<file path="src/rtl/pwm_multichannel_if.sv">
// pwm_multichannel_if: control/status bundle for pwm_multichannel.
//   en          run enable
//   period      new period value (cycles), captured on load
//   duty        packed new duty values, channel i at [i*CNT_W +: CNT_W]
//   load        one-cycle strobe writing period/duty into the pending buffer
//   pending     buffered values are waiting for a period boundary
//   period_end  one-cycle pulse on the last cycle of each period
//   pwm         per-channel PWM outputs, active-high
// master drives the controls, slave is the PWM block.
interface pwm_multichannel_if #(
  parameter int N_CH  = 4,
  parameter int CNT_W = 16
);
  logic                    en;
  logic [CNT_W-1:0]        period;
  logic [N_CH*CNT_W-1:0]   duty;
  logic                    load;
  logic                    pending;
  logic                    period_end;
  logic [N_CH-1:0]         pwm;

  modport master (output en, period, duty, load,
                  input  pending, period_end, pwm);
  modport slave  (input  en, period, duty, load,
                  output pending, period_end, pwm);
endinterface

</file>
<file path="src/rtl/pwm_multichannel.sv">
// pwm_multichannel: N-channel PWM generator sharing one period counter.
// Period and duty writes go to a pending buffer and are promoted to the
// active registers only at a period boundary, so outputs never glitch
// mid-period.
//   cclk  system clock (rising edge)
//   rstb  asynchronous active-low reset
//   bus   pwm_multichannel_if.slave (en, period, duty, load in;
//         pending, period_end, pwm out)
// Optional build macro PWM_CENTER_EN: triangle counter
// 0..P-1,P-1..0 (2*P cycles per period), boundary on the final 0.
// Without it the counter is edge-aligned 0..P-1.

// Per-channel active duty register and compare.
module pwm_multichannel_lane #(
  parameter int CNT_W = 16
) (
  input  logic             cclk,
  input  logic             rstb,
  input  logic             apply_i,
  input  logic [CNT_W-1:0] pduty_i,
  input  logic [CNT_W-1:0] count_i,
  input  logic             run_i,
  output logic             pwm_o
);
  logic [CNT_W-1:0] duty_q;

  always_ff @(posedge cclk or negedge rstb)
    if (!rstb)        duty_q <= '0;
    else if (apply_i) duty_q <= pduty_i;

  // duty 0 never matches, duty >= period always matches
  assign pwm_o = run_i && (count_i < duty_q);
endmodule

module pwm_multichannel #(
  parameter int N_CH  = 4,
  parameter int CNT_W = 16
) (
  input  logic               cclk,
  input  logic               rstb,
  pwm_multichannel_if.slave  bus
);
  localparam logic [CNT_W-1:0] ONE = {{(CNT_W-1){1'b0}}, 1'b1};

  logic [CNT_W-1:0]            count_q, count_d;
  logic [CNT_W-1:0]            period_q;
  logic [CNT_W-1:0]            pper_q;
  logic [N_CH-1:0][CNT_W-1:0]  pduty_q;
  logic                        pending_q, pending_d;
  logic                        run, cnt_end, boundary, apply;
  logic [CNT_W-1:0]            pmax;
  logic [N_CH-1:0]             pwm;

  assign run  = bus.en && (period_q != '0);
  // only meaningful while run is high, so the wrap at period_q==0 is harmless
  assign pmax = period_q - ONE;

`ifdef PWM_CENTER_EN
  logic dir_q, dir_d;  // 1 = down leg

  assign cnt_end = dir_q && (count_q == '0);

  always_comb begin
    count_d = count_q;
    dir_d   = dir_q;
    if (!run) begin
      count_d = '0;
      dir_d   = 1'b0;
    end else if (!dir_q) begin
      // peak value is held for two cycles: flip dir, keep count
      if (count_q == pmax) dir_d   = 1'b1;
      else                 count_d = count_q + ONE;
    end else begin
      if (count_q == '0)   dir_d   = 1'b0;
      else                 count_d = count_q - ONE;
    end
  end

  always_ff @(posedge cclk or negedge rstb)
    if (!rstb) dir_q <= 1'b0;
    else       dir_q <= dir_d;
`else
  assign cnt_end = (count_q == pmax);

  always_comb begin
    count_d = count_q;
    if (!run || cnt_end) count_d = '0;
    else                 count_d = count_q + ONE;
  end
`endif

  // idle (en low or period 0) counts as a boundary so pending values land promptly
  assign boundary       = !run || cnt_end;
  assign apply          = boundary && pending_q;
  assign bus.period_end = run && cnt_end;
  assign bus.pending    = pending_q;

  // a load on the boundary cycle keeps pending set for the new buffer contents
  always_comb begin
    pending_d = pending_q;
    if (bus.load)      pending_d = 1'b1;
    else if (boundary) pending_d = 1'b0;
  end

  always_ff @(posedge cclk or negedge rstb)
    if (!rstb) begin
      count_q   <= '0;
      period_q  <= '0;
      pper_q    <= '0;
      pduty_q   <= '0;
      pending_q <= 1'b0;
    end else begin
      count_q   <= count_d;
      pending_q <= pending_d;
      if (apply) period_q <= pper_q;
      if (bus.load) begin
        pper_q  <= bus.period;
        pduty_q <= bus.duty;
      end
    end

  for (genvar g = 0; g < N_CH; g++) begin : g_lane
    pwm_multichannel_lane #(.CNT_W(CNT_W)) u_lane (
      .cclk    (cclk),
      .rstb    (rstb),
      .apply_i (apply),
      .pduty_i (pduty_q[g]),
      .count_i (count_q),
      .run_i   (run),
      .pwm_o   (pwm[g])
    );
  end

  assign bus.pwm = pwm;
endmodule
</file>
<file path="src/flat_wrapper.sv">
// flat-port wrapper written by rule: the top's interface ports become plain ports
module pwm_multichannel_flat 
#(
  parameter int N_CH  = 4,
  parameter int CNT_W = 16
)
  (cclk, rstb, bus_en, bus_period, bus_duty, bus_load, bus_pending, bus_period_end, bus_pwm);
  pwm_multichannel_if #(.N_CH(N_CH), .CNT_W(CNT_W)) bus_i ();
  input  logic cclk;
  input  logic rstb;
  input wire logic [$bits(bus_i.en)-1:0] bus_en;
  input wire logic [$bits(bus_i.period)-1:0] bus_period;
  input wire logic [$bits(bus_i.duty)-1:0] bus_duty;
  input wire logic [$bits(bus_i.load)-1:0] bus_load;
  output wire logic [$bits(bus_i.pending)-1:0] bus_pending;
  output wire logic [$bits(bus_i.period_end)-1:0] bus_period_end;
  output wire logic [$bits(bus_i.pwm)-1:0] bus_pwm;
  assign bus_i.en = bus_en;
  assign bus_i.period = bus_period;
  assign bus_i.duty = bus_duty;
  assign bus_i.load = bus_load;
  assign bus_pending = bus_i.pending;
  assign bus_period_end = bus_i.period_end;
  assign bus_pwm = bus_i.pwm;
  pwm_multichannel #(.N_CH(N_CH), .CNT_W(CNT_W)) u_core (.cclk(cclk), .rstb(rstb), .bus(bus_i));
endmodule
</file>
<file path="config.mk">
export PLATFORM = sky130hd
export DESIGN_NAME = pwm_multichannel_flat
export DESIGN_NICKNAME = d
export VERILOG_FILES = /design/src/rtl/pwm_multichannel_if.sv /design/src/rtl/pwm_multichannel.sv /design/src/flat_wrapper.sv
export SDC_FILE = /design/constraint.sdc
export NUM_CORES = 1
export LEC_CHECK = 0
export CORE_ASPECT_RATIO = 2
export CORE_MARGIN = 1.5
export CORE_UTILIZATION = 40
export DETAILED_ROUTE_END_ITERATION = 6
export PLACE_DENSITY = 0.62
export SYNTH_ARGS = -nofsm -noshare
export SYNTH_HDL_FRONTEND = slang
export SYNTH_HIERARCHICAL = 1
export SYNTH_SLANG_ARGS = --single-unit
</file>
<file path="constraint.sdc">
create_clock -name cclk -period 4 [get_ports cclk]
set_input_delay 0.8 -clock cclk [delete_from_list [all_inputs] [get_ports cclk]]
set_output_delay 0.8 -clock cclk [all_outputs]
set_load 0.02 [all_outputs]
</file>
==> qor.csv <==
stage,metric,value,unit
sta,RSZ-0062 raised after global routing,no,
floorplan,die area,0.0229,sq mm
floorplan,Placeable Area,0.0216,sq mm
power,static power due to leakage,0.00486,uW
sta,total negative slack for setup checks,0,ns
synthesis,area share of the leading cell type in the synthesized netlist,0.504,
routing,number of search-and-repair iterations in the first detailed-routing pass,4,
setup_path,cell with the largest stage delay on the worst path,or4_4,
layout,"commonest non-fill, non-tap cell in the layout",dfrtp_1,
routing,number of vias after detailed routing,6032,
clock_network,clk root buf,clkbuf_16,
synthesis,sequential fraction of the synthesis area,0.504,
layout,end-of-flow core utilization,0.502,
synthesis,"Net Count, Synth",930,
routing,DRC,0,
power,ratio of total power to cell area,437,mW/mm^2
sta,setup clock skew after layout,0.0101,ns
routing,DRT iter0 DRCs,226,
synthesis,number of standard cells after synthesis,783,
sta,fin. max-slew vios,0,
layout,Layout Area Growth over Synthesis,23.3,%
global_routing,residual overflow from global routing,0,
global_routing,initial antenna violation count,0,
clock_network,CTS max path bufs,2,
routing,average via count per standard cell,5.09,
layout,most frequent cells in the layout,"dfrtp_1, mux2_2, clkdlybuf4s50_1",
sta,transition time at the pin with the least slew margin,1.06,ns
floorplan,number of rows in the core area,76,
setup_path,worst path arrival time,3.10,ns
floorplan,Die Width,108,microns
synthesis,cell accounting for the most synthesized area,dfrtp_1,
hold_path,min-delay worst type,in2async,
clock_network,Clock transition at path regs,0.07,ns
setup_path,Worst EP required,3.20,ns
job,number of max-cap violations,0,
setup_path,cells traversed along the worst timing path,nor4_4 -> and2_1 -> or4b_4 -> xnor2_1 -> a211o_1 -> or4_4 -> nor2_4 -> buf_6,
status,status,"finished, final reports clean",
power,largest vdd supply drop,328,uV
setup_path,family with the most delay on the worst path,simple AND/OR/NAND/NOR gates,
synthesis,ranking of synthesized cells by area,"dfrtp_1, mux2_2, ha_1",
synthesis,number of flip-flops and latches in the synthesized netlist,177,
sta,Max Clk Rate,0.256,GHz
layout,number of nets in the finished design,1046,
clock_network,TritonCTS Sinks,177,
setup_path,biggest cell delay along the critical path,0.54,ns
clock_network,total number of H-tree levels,4,
setup_path,kind of capture point of the worst setup path,output port,
synthesis,mean cell area of the mapped netlist,11.2,sq um
sta,worst slack on hold paths,0.361,ns
layout,share of final-layout standard cells stronger than drive strength 1,0.209,
sta,count of endpoints failing setup in the final report,0,
placed_design,Routability Congestion,0.904,
layout,count of fill cells added during filler insertion,1955,
synthesis,number of warnings issued by yosys,6,
global_routing,wire length of the first global-routing pass,32.5,mm
global_routing,GRT Total Usage,0.191,
placed_design,quantity of I/O buffers inserted on ports,89,
clock_network,CTS tree,yes,
floorplan,I/O pin total,90,
synthesis,combined area of all synthesized cells,0.00879,sq mm
floorplan,initial standard-cell utilization of the core,0.407,
clock_network,worst-skew pair later-pin latency,0.44,ns
global_routing,largest net degree at the start of global routing,82,
setup_path,Critical Path Fanout Max,4,
setup_path,crit start category,flop,
setup_path,Buf/Inv on CP,1,
placed_design,detailed placement HPWL,14.7,mm
synthesis,number of distinct library cells after synthesis,52,
routing,final WL,19.9,mm
routing,post-route ant nets,0,
global_routing,via count of the first global-routing pass,6203,
power,overall power after layout,4730,uW
floorplan,die span in y,213,microns
sta,final critical-path required period,3.90,ns
sta,"Hold Violations, Final",0,
sta,relative slew slack,0.291,
sta,period utilisation layout,0.976,
layout,Diodes inserted,0,
routing,final routed wire length divided by cell count,16.8,microns
clock_network,clock buffers created by TritonCTS,17,
setup_path,kind of critical path,reg2out,
## worst reg2reg max path: stages (launching register included)
cell and delay, ns:
dfrtp_2 0.45, inv_1 0.09, ha_1 0.23, nor3b_4 0.33
buf_4 0.19, nand4_1 0.12, xnor2_1 0.16, nor4_1 0.37
nand3_2 0.13, o41a_1 0.38, inv_2 0.31, buf_4 0.37
nand2_1 0.16, o21ai_0 0.10
## cells in the mapped netlist, drive strengths merged
master     n
dfrtp    177
mux2     100
nand2     81
o21ai     79
inv       68
ha        63
a21oi     25
nor2      25
clkbuf    24
xnor2     20
xor2      16
nand4     11
nor2b     10
nand3      9
and4       8
nor3       7
and3       6
buf        6
or4        6
a2111oi    5
o31ai      5
nand2b     4
o2111a     4
nor4       3
o211a      3
a31oi      2
and2       2
a211o      1
a2bb2oi    1
a311oi     1
a31o       1
and3b      1
mux2i      1
nand4b     1
nor3b      1
o22ai      1
o311a      1
o41a       1
o41ai      1
or3        1
or4b       1
## cell type report
class	instances	area [sq um]	area share
clock buffer	20	457	0.0421
multi-input combinational	508	4000	0.369
clock inverter	12	169	0.0156
tap	273	342	0.0315
sequential	177	4430	0.409
inverter	68	255	0.0235
timing repair buffer	127	1190	0.110
## metrics by stage
step | setup slack, ns | instance area (sq um) | cells
4_1_cts | 0.0514 | 10800 | 1183
5_1_grt | 0.000505 | 10800 | 1185
6_report | 0.0962 | 10800 | 1185
3_5_place_dp | 0.0238 | 10200 | 1151
3_3_place_gp | 0.0608 | 10200 | 1151
2_1_floorplan | 0.366 | 8790 | 783
## state kept, by name, indices dropped and copies added (netlist names)
signal and cells:
u_core/period_q 16, u_core/pduty_q 64, u_core/g_lane.u_lane/duty_q 64, u_core/bus.pending 1, u_core/count_q 16, u_core/pper_q 16
## report_power, final
part | switching, uW | internal, uW | total [uW]
logic | 418 | 423 | 841
registers | 123 | 2010 | 2140
clock network | 725 | 1030 | 1760
## cells by family after synthesis
logic type	share of synthesized area
compound gates	0.0887
xor+xnor	0.0359
fa+ha+maj	0.0897
buf+inv	0.0461
flops	0.504
mux	0.133
simple gates	0.103
## what timing repair did
item / in CTS / in global routing
setup buffers: 0 / 2
endpoints found under the setup margin: 1 / 5
pin swaps: 1 / 5
hold buffers: 0 / 0
gates resized for setup: 6 / 11
## layer usage
metal,wire length (microns),vias up,GRT usage
met5,0,-,0
met2,11000,80,0.345
met1,7710,2977,0.207
li1,-,2940,-
met4,710,0,0.0975
met3,485,35,0.0374
## worst paths after layout
kind,slack [ns],start,endpoint,cells after the start
max,0.1,u_core/period_q[1],bus_period_end,8
min reg2reg,0.47,u_core/pduty_q[43],u_core/g_lane[2].u_lane/duty_q[11],2
max reg2reg,0.52,u_core/period_q[0],u_core/g_lane[3].u_lane/duty_q[15],13
min in group cclk,0.47,u_core/pduty_q[43],u_core/g_lane[2].u_lane/duty_q[11],2
min,0.36,rstb,u_core/pduty_q[50],1
max in group asynchronous,2.78,rstb,u_core/g_lane[0].u_lane/duty_q[1],2
(Power assumes the default switching activity.)
